--- config.mk ---
export PLATFORM = sky130hd
export DESIGN_NAME = up_down_counter
export DESIGN_NICKNAME = d
export VERILOG_FILES = /design/src/rtl/up_down_pkg.sv /design/src/rtl/up_down_step.sv /design/src/rtl/up_down_counter.sv
export SDC_FILE = /design/constraint.sdc
export NUM_CORES = 1
export LEC_CHECK = 0
export ABC_CLOCK_PERIOD_IN_PS = 4800
export CELL_PAD_IN_SITES_DETAIL_PLACEMENT = 0
export CELL_PAD_IN_SITES_GLOBAL_PLACEMENT = 1
export CORE_UTILIZATION = 32
export DETAILED_ROUTE_END_ITERATION = 16
export PLACE_DENSITY = 0.89
export SETUP_SLACK_MARGIN = 0.2
export SKIP_LAST_GASP = 1
export SYNTH_ARGS = -nofsm -noshare
export SYNTH_HDL_FRONTEND = slang
export SYNTH_SLANG_ARGS = --single-unit
--- constraint.sdc ---
create_clock -name clk -period 4.8 [get_ports clk]
set_input_delay 0.72 -clock clk [delete_from_list [all_inputs] [get_ports clk]]
set_output_delay 0.72 -clock clk [all_outputs]
set_load 0.01 [all_outputs]
--- src/rtl/up_down_pkg.sv ---
// Shared constants for the up/down counter: direction and end-of-range mode encodings.
// Latency: n/a (constants only).
// Backpressure: n/a.
package up_down_pkg;

  localparam logic DIR_UP    = 1'b1;
  localparam logic DIR_DOWN  = 1'b0;
  localparam logic MODE_WRAP = 1'b0;
  localparam logic MODE_SAT  = 1'b1;

endpackage

--- src/rtl/up_down_step.sv ---
// Next-count, terminal-count and event logic for the up/down counter (pure combinational).
// Latency: zero; outputs follow the current count and controls within the same cycle.
// Backpressure: none; load takes priority over en and the count step.
module up_down_step
  import up_down_pkg::*;
#(
  parameter int              WIDTH   = 4,
  parameter longint unsigned MODULUS = 64'd1 << WIDTH
) (
  input  logic [WIDTH-1:0] i_q,
  input  logic [WIDTH-1:0] i_d,
  input  logic             i_load,
  input  logic             i_en,
  input  logic             i_u,
  input  logic             i_sat,
  output logic [WIDTH-1:0] o_q_nxt,
  output logic             o_tc,
  output logic             o_evt_nxt
);

  // Highest legal count; MODULUS can be 2**32, so the arithmetic is done in 64 bits.
  localparam logic [WIDTH-1:0] MAX_Q = WIDTH'(MODULUS - 64'd1);

  logic [WIDTH-1:0] w_term_val;
  logic             w_at_term;
  logic             w_d_over;

  assign w_term_val = (i_u == DIR_UP) ? MAX_Q : '0;
  assign w_at_term  = (i_q == w_term_val);
  assign w_d_over   = (64'(i_d) >= MODULUS);

  // Terminal count looks only at en and the current count; a pending load does not mask it.
  assign o_tc = i_en && w_at_term;

  // Select the next count: load (clamped to range), hold, step, wrap or saturate.
  always_comb begin
    o_q_nxt   = i_q;
    o_evt_nxt = 1'b0;
    if (i_load) begin
      o_q_nxt = w_d_over ? MAX_Q : i_d;
    end else if (i_en) begin
      if (w_at_term) begin
        o_evt_nxt = 1'b1;
        if (i_sat == MODE_WRAP) begin
          o_q_nxt = (i_u == DIR_UP) ? '0 : MAX_Q;
        end
      end else if (i_u == DIR_UP) begin
        o_q_nxt = i_q + 1'b1;
      end else begin
        o_q_nxt = i_q - 1'b1;
      end
    end
  end

endmodule

--- src/rtl/up_down_counter.sv ---
// Up/down counter with wrap or saturate at 0 / MODULUS-1, parallel load and terminal event.
// Latency: one cycle from en/load to q and evt; tc is combinational. Optional UP_DOWN_COUNTER_STICKY_EN
// Backpressure: none; load beats en. Macro UP_DOWN_COUNTER_STICKY_EN adds flag_clr / evt_sticky.
module up_down_counter
  import up_down_pkg::*;
#(
  parameter int              WIDTH   = 4,
  parameter longint unsigned MODULUS = 64'd1 << WIDTH
) (
  input  logic             clk,
  input  logic             clear,
  input  logic             en,
  input  logic             u,
  input  logic             sat,
  input  logic             load,
  input  logic [WIDTH-1:0] d,
`ifdef UP_DOWN_COUNTER_STICKY_EN
  input  logic             flag_clr,
  output logic             evt_sticky,
`endif
  output logic [WIDTH-1:0] q,
  output logic             tc,
  output logic             evt
);

  logic [WIDTH-1:0] r_q;
  logic             r_evt;
  logic [WIDTH-1:0] w_q_nxt;
  logic             w_evt_nxt;

  up_down_step #(
    .WIDTH   (WIDTH),
    .MODULUS (MODULUS)
  ) u_step (
    .i_q       (r_q),
    .i_d       (d),
    .i_load    (load),
    .i_en      (en),
    .i_u       (u),
    .i_sat     (sat),
    .o_q_nxt   (w_q_nxt),
    .o_tc      (tc),
    .o_evt_nxt (w_evt_nxt)
  );

  // Count and event registers; clear forces both to zero without waiting for clk.
  always_ff @(posedge clk or negedge clear) begin
    if (!clear) begin
      r_q   <= '0;
      r_evt <= 1'b0;
    end else begin
      r_q   <= w_q_nxt;
      r_evt <= w_evt_nxt;
    end
  end

  assign q   = r_q;
  assign evt = r_evt;

`ifdef UP_DOWN_COUNTER_STICKY_EN
  logic r_sticky;

  // Sticky event flag; a new event on the same edge as flag_clr keeps it set.
  always_ff @(posedge clk or negedge clear) begin
    if (!clear) begin
      r_sticky <= 1'b0;
    end else if (w_evt_nxt) begin
      r_sticky <= 1'b1;
    end else if (flag_clr) begin
      r_sticky <= 1'b0;
    end
  end

  assign evt_sticky = r_sticky;
`endif

endmodule

Yosys cells after proc, flatten, opt, wreduce, memory -nomap -nowiden. Cells that the tools add are included.

Input port bits: 10. Logic and storage cells: 19. Output and inout bits: 6. Register bits: 5.

$add $sub $neg: 2. Reduce and logical (&&, ||, !) cells: 3. Equal/unequal tests: 2. Muxes and demuxes: 10.

Operator list (count): $mux 4 (7); $add 4x1->4 const B (1); $eq 4x4->1 (1); $sub 4x1->4 const B (1); $mux 1 (3); $ne 3x3->1 const B (1); $reduce_and 2->1 (1); $reduce_bool 2->1 (1); $logic_and 1x1->1 (1).

Logic depth before layout (Yosys ltp). Gate-level depths: netlist of the first run.

Depth after elaboration: 5. Mapped depth: 7.

Cells and area by module. Synthesis of the first run repeated with hierarchy kept, for this count alone.

Cells, all modules: 48. Area, all modules: 461.7 µm².

By module, submodules not included: up_down_step (area each 336.6 µm², times used 1, cells an instance 43, sequential area each 0.0 µm²); up_down_counter (area each 125.1 µm², times used 1, cells an instance 5, sequential area each 125.1 µm²).

Worst setup path after synthesis of the first run. OpenSTA, ideal clock, no wires.

Path type: input -> output. Start point: input port u. End point: output port tc. Stages on the path: 6. Path slack: 2.271 ns. Path buffers: 1. Data arrival time: 1.809 ns. Data required time: 4.080 ns. Cells stage by stage: inv_1 -> ha_1 -> nand2_1 -> or3_1 -> buf_2 -> nor2_1.

Word-level cells in the longest chain between the ends: 3.

Ends and longest elaborated chain: start, declared (line up_down_counter.sv:13) `input logic u,`; $mux 4 (line up_down_step.sv:28) `assign w_term_val = (i_u == DIR_UP) ? MAX_Q : '0;`; $eq 4x4->1 (line up_down_step.sv:29) `assign w_at_term = (i_q == w_term_val);`; $logic_and 1x1->1 (line up_down_step.sv:33) `assign o_tc = i_en && w_at_term;`; end, declared (line up_down_counter.sv:22) `output logic tc,`.

Every way passes these cells.

Worst setup path after layout of the first run. Ends and elaborated chain as after synthesis.

==> flow_summary.ini, run 1 <==
[grt]
grt_use_total_pct = 16.9
grt_pass1_vias = 364
grt_overflow = 0
grt_max_degree = 11
grt_pass1_wl_mm = 1.65
antenna_found_initial = 0

[worst_setup_path]
crit_path_end_kind = primary output
worst-setup-path-type = in -> out
r2r_slack_ns = 2.91
cp.arrival_ns = 2.92
start_kind = input pin
path_cells = clkdlybuf4s50_1 > inv_1 > ha_1 > nand2_1 > or3_1 > nor2_1 > clkdlybuf4s50_1
critPathMostFrequentCell = clkdlybuf4s50_1
crit_slowest_cell = clkdlybuf4s50_1
worstPathRequired_ns = 4.08
critPathMaxStageDelay_ns = 0.54
crit_fanout = 6

[floorplanning]
start_util_pct = 36.5
rows = 12
coreArea_sq_um = 1170
die-area_sq_um = 1490
die_w_um = 38.6
ios = 16
chipHeight_um = 38.6

[synth]
synth_top_area_share_pct = 29.2
synth_area_leaders = dfrtp_1 29%, ha_1 5.8%, fa_1 4.7%, nor2_1 4.4%, a221oi_2 3.5%
ys_seq_elements = 5
yosysUniqueCellTypes = 31
yosysSeqAreaShare_pct = 29.2
synthArstFlopShare_pct = 100
synth_edf_count = 0
syn-cell-area_sq_um = 428
syn_nets = 62
synth_warnings = 0
postSynth.topFlopCell = dfrtp_1
synth_largest_area_cell = dfrtp_1
syn_inst = 49
synth.avg_cell_area_sq_um = 8.73

[power]
pwr-share-clk_pct = 28.4
p_leak_nw = 0.267
p_sw_mw = 0.0606
seqPwrFrac_pct = 31.8
p_int_mw = 0.118
power_frac_comb_pct = 39.7
cellPowerDensity_nw_per_um2 = 292
p_sw_share_pct = 33.9
peakVddDrop_uv = 182

[sta]
skew_ns = 0.00408
max_freq_mhz = 275
hold_ws_ns = 0.651
setup_slack_ns = 1.16
hold_violations = 0
tns_ns = 0
fin_crit_sh_pct = 75.8
setup_viol = 0
slew_violations = 0
maxSlewHeadroom_pct = 68.8
worst_slew_pin_slew_ns = 0.464
rsz0062_at_grt = no
min_period_ns = 3.64

[route]
drt_pass1_iterations = 2
routed_via_density = 5.14
post-route-drc-count = 0
antenna_left = 0
drt-initial-drc-count = 10
num_vias = 411
wl_per_cell_um = 13.1
finalWirelength_mm = 1.05

[clocking]
cts_tree = yes
hold_buffers = 0
post-cts-setup-buffer-count = 0
clock_sinks = 5
numCtsBuffers = 3
htreeDepth = 1
clk_pin_slew_ns = 0.04
cts_max_path_buffers = 2
cts_resized = 0
clock_latency_ns = 0.25
cts_root_buf = clkbuf_4

[final_layout]
nFillCells = 121
drive_gt1_share_pct = 10.6
fin_nets = 80
areaGrowthSynthToFinish_pct = 43.3
fin_cells = 80
diodes = 0

[place]
dp_hpwl_um = 826
portBuffers = 15
dp_cells = 76
pre_cts_ws_ns = 1.17
routabilityCongestion = 0.744

[flow_run]
cap_violations = 0

[status]
outcome = finished, final reports clean

[worst_hold_path]
min_path_type = reg -> reg
==> worst max-delay path, delay by kind of cell <==
| kind | cells | cell delay (ns) |
|---|---|---|
| AND/OR/NAND/NOR | 3 | 0.63 |
| adder cells (fa/ha/maj) | 1 | 0.38 |
| buffers and inverters | 3 | 1.19 |
==> path summary, 6_finish.rpt <==
path / from / to / depth (start not counted)
setup / recovery: u / tc / 7
hold / removal: q[1]$_DFFE_PN0P_ / q[1]$_DFFE_PN0P_ / 2
setup reg to reg: q[2]$_DFFE_PN0P_ / q[2]$_DFFE_PN0P_ / 5
hold reg to reg: q[1]$_DFFE_PN0P_ / q[1]$_DFFE_PN0P_ / 2
max in group asynchronous: clear / q[2]$_DFFE_PN0P_ / 1
min in group asynchronous: clear / evt$_DFF_PN0_ / 1
==> registers in the layout, summed over array words and instances (netlist names) <==
signal	count
evt	1
q	4
==> area by class of cell <==
class / instances / area, sq um / share of cell area, %
Inverter: 4 / 15.0 / 2.45
Timing Repair Buffer: 15 / 150 / 24.5
Clock buffer: 4 / 26.3 / 4.29
Multi-Input combinational cell: 38 / 279 / 45.5
Tap cell: 14 / 17.5 / 2.86
Sequential cell: 5 / 125 / 20.4
==> metrics by stage <==
stage	utilization, %	instance area, sq um	power [mW]
2_1_floorplan	-	428	0.0979
3_3_place_gp	50.1	587	0.127
3_5_place_dp	50.1	587	0.129
4_1_cts	52.4	613	0.182
5_1_grt	52.4	613	0.196
6_report	52.4	613	0.179
==> per-layer routing <==
metal / up-vias / GRT usage, % / wire length, um / part of all wire [%]
met4: 0 / 10.3 / 8 / 0.77
met1: 183 / 20.8 / 495 / 47
li1: 214 / - / - / -
met5: - / 0 / 0 / 0
met2: 12 / 25.4 / 503 / 48
met3: 2 / 5.20 / 37 / 3.5
==> logic make-up after synthesis <==
| family | count (synthesis) | synth area share, % |
|---|---|---|
| AOI/OAI and AO/OA | 13 | 25.4 |
| xor gates and xnor gates | 2 | 4.09 |
| adders and majority gates | 3 | 10.5 |
| buffers and inverters | 6 | 5.55 |
| DFF | 5 | 29.2 |
| muxes | 1 | 2.34 |
| and+or+nand+nor | 19 | 22.8 |
==> Yosys cell counts, drive strengths merged (2+ instances only) <==
cell type and n:
and3 2, o21ai 2, ha 2, or3 2
nand2 4, nor2 5, inv 4, a221oi 2
o31ai 2, dfrtp 5
==> cells in the final DEF, fill, tap and decap left out <==
cell	instances
a211o_1	1
a21boi_1	1
a21o_1	1
a221oi_1	1
a221oi_2	1
a22o_2	1
a31o_2	1
and3_1	1
and3_2	1
clkbuf_1	1
clkbuf_4	3
clkdlybuf4s50_1	15
dfrtp_1	5
fa_1	1
ha_1	2
inv_1	4
mux2i_1	1
nand2_1	4
nand2b_1	1
nand3_1	1
nand4_1	1
nor2_1	5
nor2b_1	1
nor3b_1	1
nor4_1	1
o211ai_1	1
o21ai_0	2
o21ba_1	1
o31ai_1	2
or3_1	2
xnor2_1	1
xor2_1	1
==> power by group through the flow <==
| stage | clock network, mW | logic, mW | registers [mW] |
|---|---|---|---|
| 2_1_floorplan | 0 | 0.0395 | 0.0585 |
| 3_3_place_gp | 0 | 0.0698 | 0.0577 |
| 3_5_place_dp | 0 | 0.0711 | 0.0577 |
| 4_1_cts | 0.0536 | 0.0715 | 0.0571 |
| 5_1_grt | 0.0584 | 0.0798 | 0.0582 |
| 6_report | 0.0509 | 0.0712 | 0.0570 |
Power figures use the tool's default switching activity.
==> inputs of run 2 (changes only) <==
Settings changed: ABC_CLOCK_PERIOD_IN_PS 4800 to 3000, CORE_UTILIZATION 32 to 26, PLACE_DENSITY 0.89 to 0.79.
Clock period 4.8 ns to 3 ns, I/O delays scaled along.
==> run 2 against run 1 <==
Count of clock-buffer cells in the layout unchanged. Sequential cell count did not move. Worst setup slack worse by 0.69 ns. Via count is 6.6% higher. Total power increased by 59%. Largest power group unchanged. Die area grew 22%. First-iteration DRC count fell by 60%. Critical endpoint unchanged. Global-route usage decreased by 5.2 points. Cell count is 6.3% higher. Non-clock buffer count increased by 3.
==> flow_summary.ini, run 2 (synthesized netlist as in run 1, its figures left out) <==
[clocking]
numCtsBuffers = 3
post-cts-setup-buffer-count = 0
cts_root_buf = clkbuf_4
htreeDepth = 1
cts_max_path_buffers = 2
clk_pin_slew_ns = 0.04
cts_tree = yes
clock_sinks = 5
clock_latency_ns = 0.24

[final_layout]
diodes = 0
most-common-layout-cells = 14 x clkdlybuf4s50_1, 5 x nor2_1, 5 x dfrtp_1
largest_register_ffs = 4
drive_gt1_share_pct = 14.5
nFillCells = 168
final_common_cell = clkdlybuf4s50_1
areaGrowthSynthToFinish_pct = 48.8
fin_nets = 83
final_cell_area_sq_um = 637
postLayoutCoreUtil_pct = 41.8

[sta]
min_period_ns = 2.53
max_freq_mhz = 395
skew_ns = 0.00479
fin_crit_sh_pct = 84.4
maxSlewHeadroom_pct = 70.3
worst_slew_pin_slew_ns = 0.442
slew_violations = 0
hold_violations = 0
tns_ns = 0
hold_ws_ns = 0.433
setup_viol = 0
rsz0062_at_grt = no

[worst_setup_path]
r2r-end = q[3]$_DFFE_PN0P_
worstPathRequired_ns = 2.55
cp.arrival_ns = 2.08
reg2reg_depth = 6
crit_cells = 7
crit_fanout = 4
worst-setup-path-type = in -> out
crit_buf_inv = 3
crit_path_end_kind = primary output
r2r_slack_ns = 1.05
path_cells = clkdlybuf4s50_1 > inv_1 > ha_1 > nand2_1 > or3_1 > nor2_1 > dlygate4sd2_1
crit_slowest_cell = clkdlybuf4s50_1
critPathMaxStageDelay_ns = 0.47
r2r_start = q[2]$_DFFE_PN0P_
start_kind = input pin
path_delay_family = buffers and inverters

[floorplanning]
chipHeight_um = 42.6
coreArea_sq_um = 1520
die_w_um = 42.6
ios = 16
start_util_pct = 28.1
die-area_sq_um = 1810
rows = 14

[route]
routed_via_density = 5.15
num_vias = 438
drt-initial-drc-count = 4
drt_pass1_iterations = 4
antenna_left = 0
wl_per_cell_um = 11.8
post-route-drc-count = 0
finalWirelength_um = 999

[grt]
grt_overflow = 0
antenna_found_initial = 0
use_met2_pct = 20.6
grt_pass1_vias = 397
grt_pass1_wl_mm = 1.57
grt_max_degree = 11
top_usage_layer = met2
grt.met1_usage_pct = 12.7
use_met3_pct = 6.03
grt_use_total_pct = 11.7

[place]
routabilityCongestion = 0.719
dp_hpwl_um = 802
place_area_sq_um = 612
portBuffers = 15

[power]
p_leak_nw = 0.285
cellPowerDensity_nw_per_um2 = 448
peakVddDrop_uv = 262
finalPower_mw = 0.286

[status]
outcome = finished, final reports clean

[worst_hold_path]
min_path_type = in -> async

[flow_run]
cap_violations = 0
run 2: what timing repair did:
action,4_1_cts,5_1_grt
endpoints found under the setup margin,1,0
hold buffers,0,0
resized for setup,1,0
run 2: power by group:
part	leakage [nW]	total, mW	switching [mW]	internal [mW]
clock network	0.0150	0.0762	0.0260	0.0502
logic	0.210	0.117	0.0511	0.0661
registers	0.0598	0.0921	0.0151	0.0770
run 2: per-layer routing:
metal | up-vias | wire, um
met4 | 0 | 0
met2 | 13 | 495
met5 | - | 0
met1 | 205 | 431
li1 | 220 | -
met3 | 0 | 71
run 2: worst max-delay path by stage:
stage	slack, ns	end	start
3_5_place_dp	0.18	tc	u
4_1_cts	0.45	tc	u
3_3_place_gp	0.19	tc	u
2_1_floorplan	1.01	tc	u
5_1_grt	0.36	tc	u
6_report	0.47	tc	u
run 2: cell type report:
cell class	instances	area (sq um)	share of cell area (%)
flip-flops and latches	5	125	19.6
clock buffers	4	26.3	4.13
repair buffers	18	171	26.9
well taps	16	20.0	3.14
multi-input cells	38	279	43.8
inverters	4	15.0	2.36
run 2: stage by stage:
stage	std cells	worst slack, ns
floorplan	49	1.01
global placement	81	0.195
detailed placement	81	0.176
CTS	85	0.455
global route	85	0.361
finish	85	0.468
run 2: worst register-to-register path, cell delays in order, from the launching register on:
cell and delay [ns]:
dfrtp_1 0.41, ha_1 0.31, buf_4 0.15, and3_2 0.21
or3_1 0.37, a31o_2 0.25, and3_1 0.14
==> inputs of run 3 (changes only) <==
Settings changed: ABC_CLOCK_PERIOD_IN_PS 3000 to 2100.
Clock period 3 ns to 2.1 ns, I/O delays scaled along.
==> run 3 against run 2 <==
Combinational power is 110% higher. Hold slack worse by 0.14 ns. Sequential share of layout area is 3.3 points lower. Register-to-register slack worse by 0.78 ns. Die area stayed put. Critical endpoint unchanged. First-iteration DRC count is 100% lower. Worst setup slack worse by 0.20 ns. Critical path depth is 2 lower. Via count is 6.6% higher. Utilization is 8.3 points higher. Largest cell class unchanged. Sequential power is 37% higher.
==> flow_summary.ini, run 3 (synthesized netlist as in run 1, its figures left out) <==
[clocking]
clock_sinks = 5
htreeDepth = 1
cts_root_buf = clkbuf_4
clk_pin_slew_ns = 0.04
cts_tree = yes
numCtsBuffers = 3
clock_latency_ns = 0.24
cts_max_path_buffers = 2

[route]
drt-initial-drc-count = 0
wl_per_cell_um = 11.8
routed_via_density = 4.81
antenna_left = 0
post-route-drc-count = 0
num_vias = 467
finalWirelength_mm = 1.14
drt_pass1_iterations = 1

[grt]
grt_pass1_vias = 479
grt_use_total_pct = 15.0
grt_overflow = 0
grt_pass1_wl_mm = 2.03
grt_max_degree = 9
antenna_found_initial = 0

[worst_hold_path]
min_path_type = in -> async

[sta]
worst_slew_pin_slew_ns = 0.370
maxSlewHeadroom_pct = 75.1
max_freq_mhz = 546
setup_viol = 0
hold_ws_ns = 0.295
rsz0062_at_grt = yes
min_period_ns = 1.83
slew_violations = 0
setup_slack_ns = 0.267
skew_ns = 0.00153
fin_crit_sh_pct = 87.3
hold_violations = 0

[floorplanning]
die-area_sq_um = 1810
ios = 16
rows = 14
start_util_pct = 28.1
die_w_um = 42.6
coreArea_sq_um = 1520
chipHeight_um = 42.6

[worst_setup_path]
r2r_slack_ns = 0.27
crit_path_end_kind = primary output
r2r_start = q[1]$_DFFE_PN0P_
worst-setup-path-type = reg -> out
r2r-end = q[2]$_DFFE_PN0P_
start_kind = register
crit_fanout = 2
reg2reg_depth = 6
worstPathRequired_ns = 1.78
cp.arrival_ns = 1.52

[final_layout]
diodes = 0
final_common_cell = buf_4
most-common-layout-cells = 15 x buf_4, 13 x clkdlybuf4s50_1, 5 x dfrtp_1
fin_nets = 95
largest_register_ffs = 4
drive_gt1_share_pct = 35.8
final_cell_area_sq_um = 763
fin_cells = 97
areaGrowthSynthToFinish_pct = 78.4
postLayoutCoreUtil_pct = 50.1

[power]
pwr-share-clk_pct = 22.9
p_int_mw = 0.325
p_leak_nw = 0.342
p_sw_mw = 0.150
peakVddDrop_uv = 359
seqPwrFrac_pct = 26.5
power_frac_comb_pct = 50.5
cellPowerDensity_nw_per_um2 = 622
p_sw_share_pct = 31.5

[place]
place_area_sq_um = 694
portBuffers = 15
routabilityCongestion = 0.803
dp_cells = 92
dp_hpwl_um = 943
pre_cts_ws_ns = -0.425

[status]
outcome = finished, final reports clean

[flow_run]
cap_violations = 0
## run 3: cell count changes in the layout (fill, tap and decap cells not counted), sizes merged
cell,change
buf,+13
clkdlybuf4s50,-1
## run 3: area by class of cell
type / count / area [sq um]
Tap cell: 16 / 20.0
Timing Repair Buffer: 30 / 256
Sequential cell: 5 / 125
Inverter: 4 / 15.0
Fill cell: 150 / 761
Multi-Input combinational cell: 38 / 320
Clock buffer: 4 / 26.3
## run 3: per-stage QoR
| stage | TNS [ns] | power [mW] |
|---|---|---|
| after global placement | -1.05 | 0.343 |
| after global routing | 0 | 0.510 |
| after CTS | 0 | 0.476 |
| after floorplan | 0 | 0.224 |
| final | 0 | 0.475 |
| after detailed placement | -1.22 | 0.346 |
## run 3: timing repair
| item | 4_1_cts | 5_1_grt |
|---|---|---|
| hold buffers | 0 | 0 |
| endpoints found under the hold margin | 0 | 0 |
| gates cloned | 0 | 0 |
| setup endpoints to repair | 5 | 2 |
| setup buffers | 0 | 1 |
| pin swaps | 2 | 1 |
| resized for setup | 10 | 2 |
## run 3: worst max-delay path, cell delays in order, from the launching register on
cell     delay (ns)
dfrtp_1        0.41
ha_4           0.28
nand2_1        0.06
or3_4          0.34
nor2_2         0.07
buf_2          0.13
## run 3: power by group through the flow
stage	clock (mW)	sequential, mW	combinational, mW
6_report	0.109	0.126	0.240
5_1_grt	0.116	0.129	0.265
2_1_floorplan	0	0.134	0.0902
3_5_place_dp	0	0.125	0.221
3_3_place_gp	0	0.125	0.219
4_1_cts	0.115	0.127	0.233
## run 3: worst max-delay path by stage
stage | slack, ns | start | endpoint | depth (start not counted)
finish | 0.27 | q[2]$_DFFE_PN0P_ | tc | 5
global route | 0.18 | q[1]$_DFFE_PN0P_ | tc | 5
CTS | 0.22 | q[2]$_DFFE_PN0P_ | q[3]$_DFFE_PN0P_ | 6
detailed placement | -0.42 | u | tc | 7
global placement | -0.39 | u | tc | 7
floorplan | 0.27 | q[2]$_DFFE_PN0P_ | q[2]$_DFFE_PN0P_ | 6
## run 3: layer usage
layer	vias up	wire [um]	part of all wire, %	global-route usage [%]
li1	242	-	-	-
met4	0	0	0	3.75
met2	13	566	49	24.9
met3	0	64	5.6	5.60
met5	-	0	0	0
met1	212	514	45	18.2
